**src/rtl/sipo_deser.sv**
```systemverilog
// Parametrised serial-to-parallel deserializer with a valid/ready holding register and overrun flag.
// Define SIPO_PARITY_EN to add a trailing even-parity bit per frame and the parity_err output.
module sipo_deser #(
  parameter int WIDTH     = 8,
  parameter bit MSB_FIRST = 1'b1
) (
  input  logic             clk,
  input  logic             reset,
  input  logic             serial_in,
  input  logic             serial_valid,
  input  logic             sync_clr,
  output logic [WIDTH-1:0] out_data,
  output logic             out_valid,
  input  logic             out_ready,
  output logic             busy,
  output logic             overrun
`ifdef SIPO_PARITY_EN
  ,
  output logic             parity_err
`endif
);

`ifdef SIPO_PARITY_EN
  localparam int FRAME_LEN = WIDTH + 1;
`else
  localparam int FRAME_LEN = WIDTH;
`endif
  localparam int CNT_W = $clog2(FRAME_LEN);
  localparam logic [CNT_W-1:0] LAST = CNT_W'(FRAME_LEN - 1);

  typedef enum logic {EMPTY, FULL} state_t;

  state_t           state, state_nxt;
  logic [CNT_W-1:0] bit_cnt, cnt_eff, cnt_nxt;
  logic [WIDTH-1:0] shreg, shreg_nxt;
  logic             shift_en, complete, load, ovr_set;

  function automatic logic [WIDTH-1:0] shift_in(input logic [WIDTH-1:0] cur, input logic b);
    if (MSB_FIRST) return {cur[WIDTH-2:0], b};
    else           return {b, cur[WIDTH-1:1]};
  endfunction

  // sync_clr realigns the frame before the current bit is counted
  always_comb begin
    cnt_eff  = sync_clr ? '0 : bit_cnt;
    complete = serial_valid && (cnt_eff == LAST);
`ifdef SIPO_PARITY_EN
    shift_en = serial_valid && (cnt_eff != CNT_W'(WIDTH));
`else
    shift_en = serial_valid;
`endif
    shreg_nxt = shift_en ? shift_in(shreg, serial_in) : shreg;
    if (!serial_valid) cnt_nxt = cnt_eff;
    else if (complete) cnt_nxt = '0;
    else               cnt_nxt = cnt_eff + CNT_W'(1);
  end

  always_ff @(posedge clk) begin
    if (reset) state <= EMPTY;
    else       state <= state_nxt;
  end

  always_comb begin
    state_nxt = state;
    load      = 1'b0;
    ovr_set   = 1'b0;
    case (state)
      EMPTY: begin
        if (complete) begin
          load      = 1'b1;
          state_nxt = FULL;
        end
      end
      FULL: begin
        if (complete) begin
          if (out_ready) load    = 1'b1;
          else           ovr_set = 1'b1;
        end else if (out_ready) begin
          state_nxt = EMPTY;
        end
      end
      default: state_nxt = EMPTY;
    endcase
  end

  // stage boundary: frame assembly -> holding register
  always_ff @(posedge clk) begin
    if (reset) begin
      bit_cnt  <= '0;
      shreg    <= '0;
      out_data <= '0;
      overrun  <= 1'b0;
    end else begin
      bit_cnt <= cnt_nxt;
      shreg   <= shreg_nxt;
      overrun <= ovr_set;
      if (load) out_data <= shreg_nxt;
    end
  end

`ifdef SIPO_PARITY_EN
  // parity bit arrives after the full word, so shreg_nxt already holds the data
  always_ff @(posedge clk) begin
    if (reset)                            parity_err <= 1'b0;
    else if (load)                        parity_err <= (^shreg_nxt) ^ serial_in;
    else if (state == FULL && out_ready)  parity_err <= 1'b0;
  end
`endif

  assign out_valid = (state == FULL);
  assign busy      = (bit_cnt != '0);

endmodule

```
**config.mk**
```make
export PLATFORM = sky130hd
export DESIGN_NAME = sipo_deser
export DESIGN_NICKNAME = d
export VERILOG_FILES = /design/src/rtl/sipo_deser.sv
export SDC_FILE = /design/constraint.sdc
export NUM_CORES = 1
export LEC_CHECK = 0
export CAP_MARGIN = 20
export CORE_UTILIZATION = 50
export CTS_BUF_LIST = sky130_fd_sc_hd__clkbuf_8 sky130_fd_sc_hd__clkbuf_16
export CTS_CLUSTER_SIZE = 12
export DETAILED_ROUTE_END_ITERATION = 10
export GPL_TIMING_DRIVEN = 0
export PLACE_DENSITY = 0.78
export SYNTH_ARGS = -nofsm -noshare
export SYNTH_HDL_FRONTEND = slang
export SYNTH_SLANG_ARGS = --single-unit
```
**constraint.sdc**
```tcl
create_clock -name clk -period 3.7 [get_ports clk]
set_input_delay 0.74 -clock clk [delete_from_list [all_inputs] [get_ports clk]]
set_output_delay 0.74 -clock clk [all_outputs]
set_load 0.05 [all_outputs]
```
==> results of run 1 <==
==> cells in the final DEF, fill, tap and decap left out <==
| cell | count |
|---|---|
| a21oi_1 | 9 |
| a22oi_1 | 2 |
| buf_6 | 1 |
| clkbuf_1 | 4 |
| clkbuf_8 | 3 |
| clkdlybuf4s50_1 | 16 |
| dfxtp_1 | 21 |
| ha_1 | 2 |
| inv_1 | 2 |
| mux2i_1 | 8 |
| nand2_1 | 1 |
| nand2b_1 | 1 |
| nor2_1 | 11 |
| nor2b_1 | 4 |
| nor2b_4 | 1 |
| nor3_1 | 1 |
| o21ai_0 | 8 |
| or3_1 | 9 |
| xnor2_1 | 1 |
==> cells by family (layout without fill, tap and decap cells) <==
logic type / Yosys count / in the layout
buffers and inverters: 6 / 26
flip-flops: 21 / 21
AND/OR/NAND/NOR: 28 / 28
multiplexers: 8 / 8
XOR/XNOR: 1 / 1
adder cells (fa/ha/maj): 2 / 2
AO/OA/AOI/OAI: 19 / 19
==> state kept, by name, summed over array words and instances (netlist names) <==
register   cells
bit_cnt        3
out_valid      1
overrun        1
shreg          8
out_data       8
==> metal layers <==
layer | GRT usage | vias to the layer above
met5 | 0 | -
met4 | 0.0750 | 0
met3 | 0.0259 | 2
met2 | 0.268 | 13
met1 | 0.223 | 307
li1 | - | 334
==> cell type report <==
type / count / area share
sequential: 21 / 0.404
clock inverter: 1 / 0.00361
multi-input combinational: 58 / 0.351
timing repair buffer: 16 / 0.154
tap: 16 / 0.0192
buffer: 5 / 0.0252
clock buffer: 3 / 0.0397
inverter: 1 / 0.00361
==> worst max path at each step <==
stage	from	end	cells past startpoint
after floorplan	sync_clr	out_data[0]$_SDFFE_PP0P_	7
after global placement	sync_clr	out_data[7]$_SDFFE_PP0P_	8
after detailed placement	sync_clr	out_data[4]$_SDFFE_PP0P_	8
after CTS	bit_cnt[0]$_SDFF_PP0_	busy	2
after global routing	sync_clr	out_data[7]$_SDFFE_PP0P_	8
final	bit_cnt[0]$_SDFF_PP0_	busy	2
==> report_power, final <==
| part | switching, W | total [W] | leakage (nW) | internal, W |
|---|---|---|---|---|
| clock | 0.0000667 | 0.000140 | 0.0269 | 0.0000736 |
| sequential | 0.00000101 | 0.000229 | 0.170 | 0.000228 |
| combinational | 0.0000153 | 0.0000285 | 0.200 | 0.0000133 |
==> worst register-to-register path, stage by stage, from the launching register on <==
cell	delay, ns
dfxtp_1	0.31
nor2b_1	0.15
ha_1	0.20
ha_1	0.19
nand2_1	0.20
clkbuf_1	0.32
o21ai_0	0.13
a21oi_1	0.16
==> through the flow <==
step / worst slack (ns) / cell area (µm²) / cells
4_1_cts: 1.34 / 1040 / 121
3_3_place_gp: 1.13 / 996 / 117
2_1_floorplan: 1.84 / 816 / 85
3_5_place_dp: 1.12 / 996 / 117
6_report: 1.35 / 1040 / 121
5_1_grt: 1.19 / 1040 / 121
==> impl_metrics.csv, run 1 <==
group,metric,value,unit
outcome,status,"complete, no violations",
grt,grt_pass1_vias,577,
synth,synth.area.top_cells,"dfxtp_1, mux2i_1, or3_1",
critical_path,cp-start-kind,"register",
synth,yosysTopAreaCell,"dfxtp_1",
synth,yosys.area_share.simple,0.186,
critical_path,path_max_fanout,2,
sta,setup_viol,0,
sta,hold_violations,0,
route,routed_wl,1420,µm
critical_path,crit_family,"buffers and inverters",
placement,dp_hpwl,1070,µm
route,wl_per_cell,11.8,µm
synth,synth_cell_types,17,
synth,synth-async-reset-ratio,0,
finish,multiInputGateArea,365,µm²
clock_network,cts-root-buf,"clkbuf_8",
finish,diodes,0,
route,drcViolationCount,0,
clock_network,cts.path.max_buffers,2,
grt,grt_max_degree,12,
route,met2_wirelength,658,µm
grt,grt_overflow,0,
critical_path,path_cells,"or3_1, clkdlybuf4s50_1",
synth,synth_top_family_by_area,"simple AND/OR/NAND/NOR gates",
synth,ys.flop_type,"dfxtp_1",
clock_network,cts.repair.resized,0,
placement,routabilityCongestion,0.674,
clock_network,clk_pin_slew,0.07,ns
sta,max-slew-margin-rel,0.670,
placement,portBuffers,16,
synth,ys_seq_area_frac,0.515,
critical_path,critPathMaxStageDelay,0.70,ns
synth,synth_adder_area_share,0.0307,
route,top_layer,"met4",
grt,antenna_found_initial,0,
synth,synth_edf_count,0,
critical_path,reg2reg_setup_slack,1.99,ns
clock_network,cts_buffers,3,
clock_network,cts_num_sinks,21,
min_path,hold_class,"reg -> reg",
critical_path,rr_startpoint,"bit_cnt[0]$_SDFF_PP0_",
sta,hold_slack,0.477,ns
job,cap_viol_max_count,0,
synth,synthCells,85,
critical_path,cp.arrival,1.61,ns
route,drt_first_pass_iters,4,
clock_network,cts_tree,"done",
sta,tightestPinTransition,0.493,ns
synth,synth-seq-cells,21,
floorplan,die_w,42.4,µm
clock_network,post_cts_buffers,0,
synth,synth.avg_cell_area,9.60,µm²
finish,final_util,0.691,
sta,period_share,0.635,
route,m1WireLength,703,µm
power,vdd_drop_max,0.243,mV
critical_path,critical_path_class,"reg -> out",
route,routed-wl-met3,53,µm
critical_path,r2r_cells,7,
critical_path,required,2.96,ns
floorplan,die_y,42.4,µm
floorplan,pin_count,17,
synth,netlist_area,816,µm²
floorplan,rows,14,
synth,synth_compound_gate_area_share,0.123,
min_path,holdPathStages,2,
synth,synth.most_common_cell,"dfxtp_1",
finish,area_growth,27.6,%
route,drt_iter0_markers,18,
min_path,hold_start,"out_data[1]$_SDFFE_PP0P_",
critical_path,worst-path-buf-inv,1,
finish,area.sequential,420,µm²
clock_network,htree_levels,1,
route,drtAntennaViolNets,0,
sta,rsz0062_at_grt,"no",
clock_network,worstSkewPairLatency,0.25,ns
synth,synthMuxAreaShare,0.0982,
critical_path,timing.rr.end,"out_data[5]$_SDFFE_PP0P_",
sta,finClkSkew,0.00147,ns
power,powerDensity,383,nW/µm²
floorplan,fp.dieArea,1800,µm²
grt,grt_pass1_wl,2350,µm
sta,drv_slew,0,
floorplan,core,1510,µm²
route,drt-vias-per-instance,5.42,
synth,synth_top_area_frac,0.515,
sta,fmax,425,MHz
sta,fin_setup_tns,0,ns
sta,finalCriticalPeriod,2.35,ns
finish,num-fill-cells,124,
critical_path,end_kind,"primary output",
route,via_count,656,
clock_network,ctsHoldBuffers,0,
finish,final_nets,114,
critical_path,slowest_stage,"clkdlybuf4s50_1",
synth,yosys_warnings,0,
finish,drive_above_1_share,0.0476,
power,leakagePower,0.397,nW
synth,synth_xor_area_frac,0.0107,
floorplan,start_util,0.542,
power,p_total,0.000398,W
grt,grt_use_total,0.167,
synth,synth_common_cells,"dfxtp_1, nor2_1, a21oi_1, or3_1",
min_path,min_to,"out_data[1]$_SDFFE_PP0P_",
synth,synth_nets,93,
Power figures use the tool's default switching activity.
==> inputs of run 2 (changes only) <==
--- a/config.mk
+++ b/config.mk
@@ -6,12 +6,12 @@
 export NUM_CORES = 1
 export LEC_CHECK = 0
 export CAP_MARGIN = 20
-export CORE_UTILIZATION = 50
+export CORE_UTILIZATION = 48
 export CTS_BUF_LIST = sky130_fd_sc_hd__clkbuf_8 sky130_fd_sc_hd__clkbuf_16
 export CTS_CLUSTER_SIZE = 12
 export DETAILED_ROUTE_END_ITERATION = 10
 export GPL_TIMING_DRIVEN = 0
-export PLACE_DENSITY = 0.78
+export PLACE_DENSITY = 0.76
 export SYNTH_ARGS = -nofsm -noshare
 export SYNTH_HDL_FRONTEND = slang
 export SYNTH_SLANG_ARGS = --single-unit
==> constraint.sdc (replaced) <==
create_clock -name clk -period 2.2 [get_ports clk]
set_input_delay 0.44 -clock clk [delete_from_list [all_inputs] [get_ports clk]]
set_output_delay 0.44 -clock clk [all_outputs]
set_load 0.05 [all_outputs]
==> run 2 against run 1 <==
  * Worst hold slack better by 0.0021 ns
  * Worst setup slack worse by 1.2 ns
  * Via count up 2.1%
  * Non-clock buffer count unchanged
  * Critical path type unchanged
  * Critical endpoint unchanged
  * Largest cell class unchanged
  * Largest power group unchanged
==> impl_metrics.csv, run 2 (synthesized netlist as in run 1, its figures left out) <==
group,metric,value,unit
outcome,status,"complete, no violations",
placement,routabilityCongestion,0.688,
grt,grt_pass1_vias,624,
min_path,hold_class,"reg -> reg",
clock_network,ctsHoldBuffers,0,
sta,finalCriticalPeriod,2.09,ns
grt,grt_overflow,0,
finish,diodes,0,
finish,top_regs,"out_data: 8 flops, shreg: 8 flops, bit_cnt: 3 flops",
sta,hold_violations,0,
power,pwr-share-comb,0.072,
sta,fin_setup_tns,0,ns
critical_path,cp.arrival,1.65,ns
critical_path,critical_path_class,"reg -> out",
power,power_switching,0.000146,W
floorplan,fp.dieArea,1870,µm²
sta,period_share,0.951,
placement,dp_hpwl,1110,µm
power,swShare,0.215,
floorplan,rows,14,
route,routed_wl,1500,µm
sta,fmax,478,MHz
power,leakagePower,0.399,nW
clock_network,cts.path.max_buffers,2,
power,powerDensity,649,nW/µm²
clock_network,cts.repair.resized,0,
floorplan,start_util,0.529,
route,drt_first_pass_iters,4,
grt,antenna_found_initial,0,
floorplan,die_w,43.2,µm
finish,final_cell_mix,"dfxtp_1, clkdlybuf4s50_1, nor2_1",
power,internal-power,0.000533,W
floorplan,die_y,43.2,µm
finish,drive_above_1_share,0.0762,
placement,portBuffers,16,
route,drcViolationCount,0,
finish,final_nets,114,
sta,setup_viol,0,
route,via_count,670,
sta,hold_slack,0.479,ns
clock_network,cts_buffers,3,
power,p_total,0.000679,W
floorplan,core,1540,µm²
clock_network,cts_num_sinks,21,
sta,finClkSkew,0.00307,ns
critical_path,end_kind,"primary output",
finish,fin_cells,121,
power,vdd_drop_max,0.557,mV
route,drtAntennaViolNets,0,
clock_network,clk_pin_slew,0.07,ns
sta,max-slew-margin-rel,0.660,
sta,tightestPinTransition,0.508,ns
grt,grt_max_degree,13,
finish,fin_area,1050,µm²
sta,rsz0062_at_grt,"no",
clock_network,worstSkewPairLatency,0.25,ns
finish,final_common_cell,"dfxtp_1",
floorplan,pin_count,17,
critical_path,cp-start-kind,"register",
route,wl_per_cell,12.4,µm
power,clkPwrFrac,0.360,
grt,grt_use_total,0.181,
finish,num-fill-cells,119,
clock_network,cts_tree,"done",
clock_network,post_cts_buffers,0,
critical_path,path_max_fanout,2,
job,cap_viol_max_count,0,
grt,grt_pass1_wl,2500,µm
route,drt-vias-per-instance,5.54,
critical_path,required,1.76,ns
clock_network,htree_levels,1,
sta,drv_slew,0,
placement,placed_area,996,µm²
clock_network,cts-root-buf,"clkbuf_8",
route,drt_iter0_markers,12,
finish,area_growth,28.2,%
placement,dp_cells,117,
power,seq_power_share,0.569,
==> run 2: cell count changes in the layout (fill, tap and decap cells not counted), sizes merged <==
| cell | previous run | this run |
|---|---|---|
| inv | 2 | 1 |
| clkinv | 0 | 1 |
==> run 2: worst max-delay path: stages, from the launching register on <==
cell and delay (ns):
dfxtp_1 0.31, or3_1 0.37, clkdlybuf4s50_1 0.72
==> run 2: metal layers <==
| layer | track usage | vias to the layer above | share of wire |
|---|---|---|---|
| li1 | - | 335 | - |
| met1 | 0.223 | 320 | 0.47 |
| met2 | 0.281 | 13 | 0.48 |
| met3 | 0.0383 | 2 | 0.041 |
| met4 | 0.121 | 0 | 0.0060 |
| met5 | 0 | - | 0 |
==> run 2: per-stage QoR <==
step           worst slack [ns]  utilization
2_1_floorplan             0.640            -
3_3_place_gp            -0.0693        0.646
3_5_place_dp             -0.121        0.646
4_1_cts                   0.109        0.676
5_1_grt                  0.0465        0.679
6_report                  0.107        0.679
==> run 2: area by class of cell <==
type	instances	area, µm²	area share
plain buffers	5	27.5	0.0263
clock buffers	3	41.3	0.0395
clock inverters	1	5.00	0.00478
inverters	1	3.75	0.00359
multi-input cells	58	368	0.352
flip-flops and latches	21	420	0.402
well taps	16	20.0	0.0191
repair buffers	16	160	0.153
==> run 2: worst paths after layout <==
path	from	endpoint	slack, ns	cells after the start
worst min-delay path	out_data[1]$_SDFFE_PP0P_	out_data[1]$_SDFFE_PP0P_	0.48	2
worst min register to register	out_data[1]$_SDFFE_PP0P_	out_data[1]$_SDFFE_PP0P_	0.48	2
worst max-delay path	bit_cnt[0]$_SDFF_PP0_	busy	0.11	2
worst max register to register	bit_cnt[1]$_SDFF_PP0_	out_data[2]$_SDFFE_PP0P_	0.57	7
==> run 2: power groups by stage <==
stage	Sequential [W]	Clock, W	Combinational [W]
finish	0.000386	0.000244	0.0000486
global route	0.000387	0.000267	0.0000520
CTS	0.000386	0.000253	0.0000482
detailed placement	0.000395	0	0.0000481
global placement	0.000395	0	0.0000470
floorplan	0.000394	0	0.0000293
==> inputs of run 3 (changes only) <==
==> constraint.sdc (replaced) <==
create_clock -name clk -period 2.09 [get_ports clk]
set_input_delay 0.418 -clock clk [delete_from_list [all_inputs] [get_ports clk]]
set_output_delay 0.418 -clock clk [all_outputs]
set_load 0.05 [all_outputs]
==> run 3 against run 2 <==
  * Critical path depth is 6 higher
  * Final area is 0.48% higher
  * First-iteration DRC count is 8.3% higher
  * Final cell count stayed put
  * Via count stayed put
  * Count of clock-buffer cells in the layout stayed put
  * Critical endpoint is now out_data[2]$_SDFFE_PP0P_
  * Die area stayed put
  * Highest routed layer unchanged
==> impl_metrics.csv, run 3 (synthesized netlist as in run 1, its figures left out) <==
group,metric,value,unit
sta,finClkSkew,0.00238,ns
critical_path,endpoint,"out_data[2]$_SDFFE_PP0P_",
job,cap_viol_max_count,0,
critical_path,cp-start-kind,"input pin",
sta,postLayoutSetupSlackWorst,0.241,ns
sta,fmax,541,MHz
placement,portBuffers,16,
route,met2_wirelength,723,µm
placement,preCtsSetupSlack,-0.209,ns
min_path,hold_class,"reg -> reg",
route,wl_per_cell,12.3,µm
critical_path,crit_family,"buffers and inverters",
sta,max-slew-margin-rel,0.656,
route,m1WireLength,690,µm
route,top_layer,"met4",
critical_path,critical_path_class,"in -> reg",
finish,drive_above_1_share,0.0857,
route,drt_iter0_markers,13,
critical_path,crit_start,"sync_clr",
grt,grt_pass1_vias,624,
clock_network,worstSkewPairLatency,0.25,ns
power,seq_power_share,0.569,
critical_path,cp.arrival,1.98,ns
critical_path,end_kind,"register",
placement,routabilityCongestion,0.688,
sta,finalCriticalPeriod,1.85,ns
clock_network,htree_levels,1,
floorplan,rows,14,
power,vdd_drop_max,0.587,mV
finish,top_regs,"out_data: 8 flops, shreg: 8 flops, bit_cnt: 3 flops",
finish,area_growth,28.8,%
power,powerDensity,679,nW/µm²
clock_network,cts.repair.resized,0,
finish,final_cell_mix,"dfxtp_1, clkdlybuf4s50_1, nor2_1",
clock_network,post_cts_buffers,0,
critical_path,slowest_stage,"clkdlybuf4s50_1",
critical_path,path_max_fanout,10,
clock_network,ctsHoldBuffers,0,
outcome,status,"complete, no violations",
route,drt_first_pass_iters,4,
critical_path,cpMostUsedCell,"ha_1",
sta,hold_slack,0.479,ns
route,drcViolationCount,0,
sta,setup_viol,0,
clock_network,cts-root-buf,"clkbuf_8",
route,routed-wl-met3,59,µm
critical_path,r2r_cells,7,
floorplan,core,1540,µm²
finish,diodes,0,
finish,final_nets,114,
route,drt-vias-per-instance,5.54,
sta,period_share,0.885,
clock_network,cts.path.max_buffers,2,
grt,grt_use_total,0.181,
grt,antenna_found_initial,0,
clock_network,cts_buffers,3,
clock_network,cts_num_sinks,21,
clock_network,clk_pin_slew,0.07,ns
floorplan,fp.dieArea,1870,µm²
critical_path,worst-path-buf-inv,2,
floorplan,die_y,43.2,µm
grt,grt_pass1_wl,2500,µm
power,internal-power,0.000560,W
sta,rsz0062_at_grt,"no",
grt,grt_max_degree,13,
route,routed_wl,1480,µm
floorplan,start_util,0.529,
critical_path,required,2.22,ns
route,drtAntennaViolNets,0,
critical_path,path_cells,"clkdlybuf4s50_1, nor2b_1, ha_1, ha_1, nand2_2, buf_2, o21ai_0, a21oi_1",
critical_path,reg2reg_setup_slack,0.55,ns
grt,grt_overflow,0,
route,via_count,670,
floorplan,die_w,43.2,µm
power,pwr-share-comb,0.071,
critical_path,timing.rr.end,"out_data[2]$_SDFFE_PP0P_",
power,leakagePower,0.411,nW
clock_network,cts_tree,"done",
placement,dp_hpwl,1110,µm
power,power_switching,0.000153,W
sta,drv_slew,0,
critical_path,path_depth,8,
critical_path,rr_startpoint,"bit_cnt[1]$_SDFF_PP0_",
floorplan,pin_count,17,
critical_path,critPathMaxStageDelay,0.46,ns
power,swShare,0.215,
sta,hold_violations,0,
finish,final_common_cell,"dfxtp_1",
sta,tightestPinTransition,0.515,ns
power,clkPwrFrac,0.359,
[run 3: power by group through the flow]
stage / Combinational (W) / Sequential, W / Clock, W
final: 0.0000509 / 0.000406 / 0.000256
after global routing: 0.0000547 / 0.000407 / 0.000281
after CTS: 0.0000507 / 0.000406 / 0.000266
after detailed placement: 0.0000506 / 0.000415 / 0
after global placement: 0.0000494 / 0.000415 / 0
after floorplan: 0.0000308 / 0.000415 / 0
[run 3: final cells by class]
class | instances | area (µm²)
plain buffers | 5 | 27.5
clock buffers | 3 | 41.3
clock inverters | 1 | 5.00
fillers | 116 | 490
inverters | 1 | 3.75
multi-input cells | 58 | 370
flip-flops and latches | 21 | 420
well taps | 16 | 20.0
repair buffers | 16 | 163
[run 3: per-stage QoR]
stage               total power (W)  area, µm²  TNS, ns  cells  utilization
global placement           0.000465        996    -1.30    117        0.646
detailed placement         0.000466        996    -1.77    117        0.646
finish                     0.000714       1050        0    121        0.682
floorplan                  0.000446        816        0     85            -
CTS                        0.000723       1040        0    121        0.676
global route               0.000743       1050        0    121        0.682
[run 3: per-layer routing]
metal / GRT usage / vias up
li1: - / 336
met1: 0.223 / 318
met2: 0.281 / 14
met3: 0.0383 / 2
met4: 0.121 / 0
met5: 0 / -
[run 3: worst reg2reg max path, stage by stage (launching register included)]
cell and delay (ns):
dfxtp_1 0.32, nor2b_1 0.18, ha_1 0.18, ha_1 0.17, nand2_2 0.11, buf_2 0.20, o21ai_0 0.17, a21oi_1 0.08
[run 3: how the worst min path moves through the flow]
stage / startpoint / end / slack (ns) / cells after the start
floorplan: shreg[7]$_SDFF_PP0_ / shreg[7]$_SDFF_PP0_ / 0.45 / 2
detailed placement: out_data[5]$_SDFFE_PP0P_ / out_data[5]$_SDFFE_PP0P_ / 0.47 / 2
global placement: out_data[0]$_SDFFE_PP0P_ / out_data[0]$_SDFFE_PP0P_ / 0.46 / 2
finish: out_data[1]$_SDFFE_PP0P_ / out_data[1]$_SDFFE_PP0P_ / 0.48 / 2
global route: out_data[5]$_SDFFE_PP0P_ / out_data[5]$_SDFFE_PP0P_ / 0.51 / 2
CTS: out_data[5]$_SDFFE_PP0P_ / out_data[5]$_SDFFE_PP0P_ / 0.49 / 2
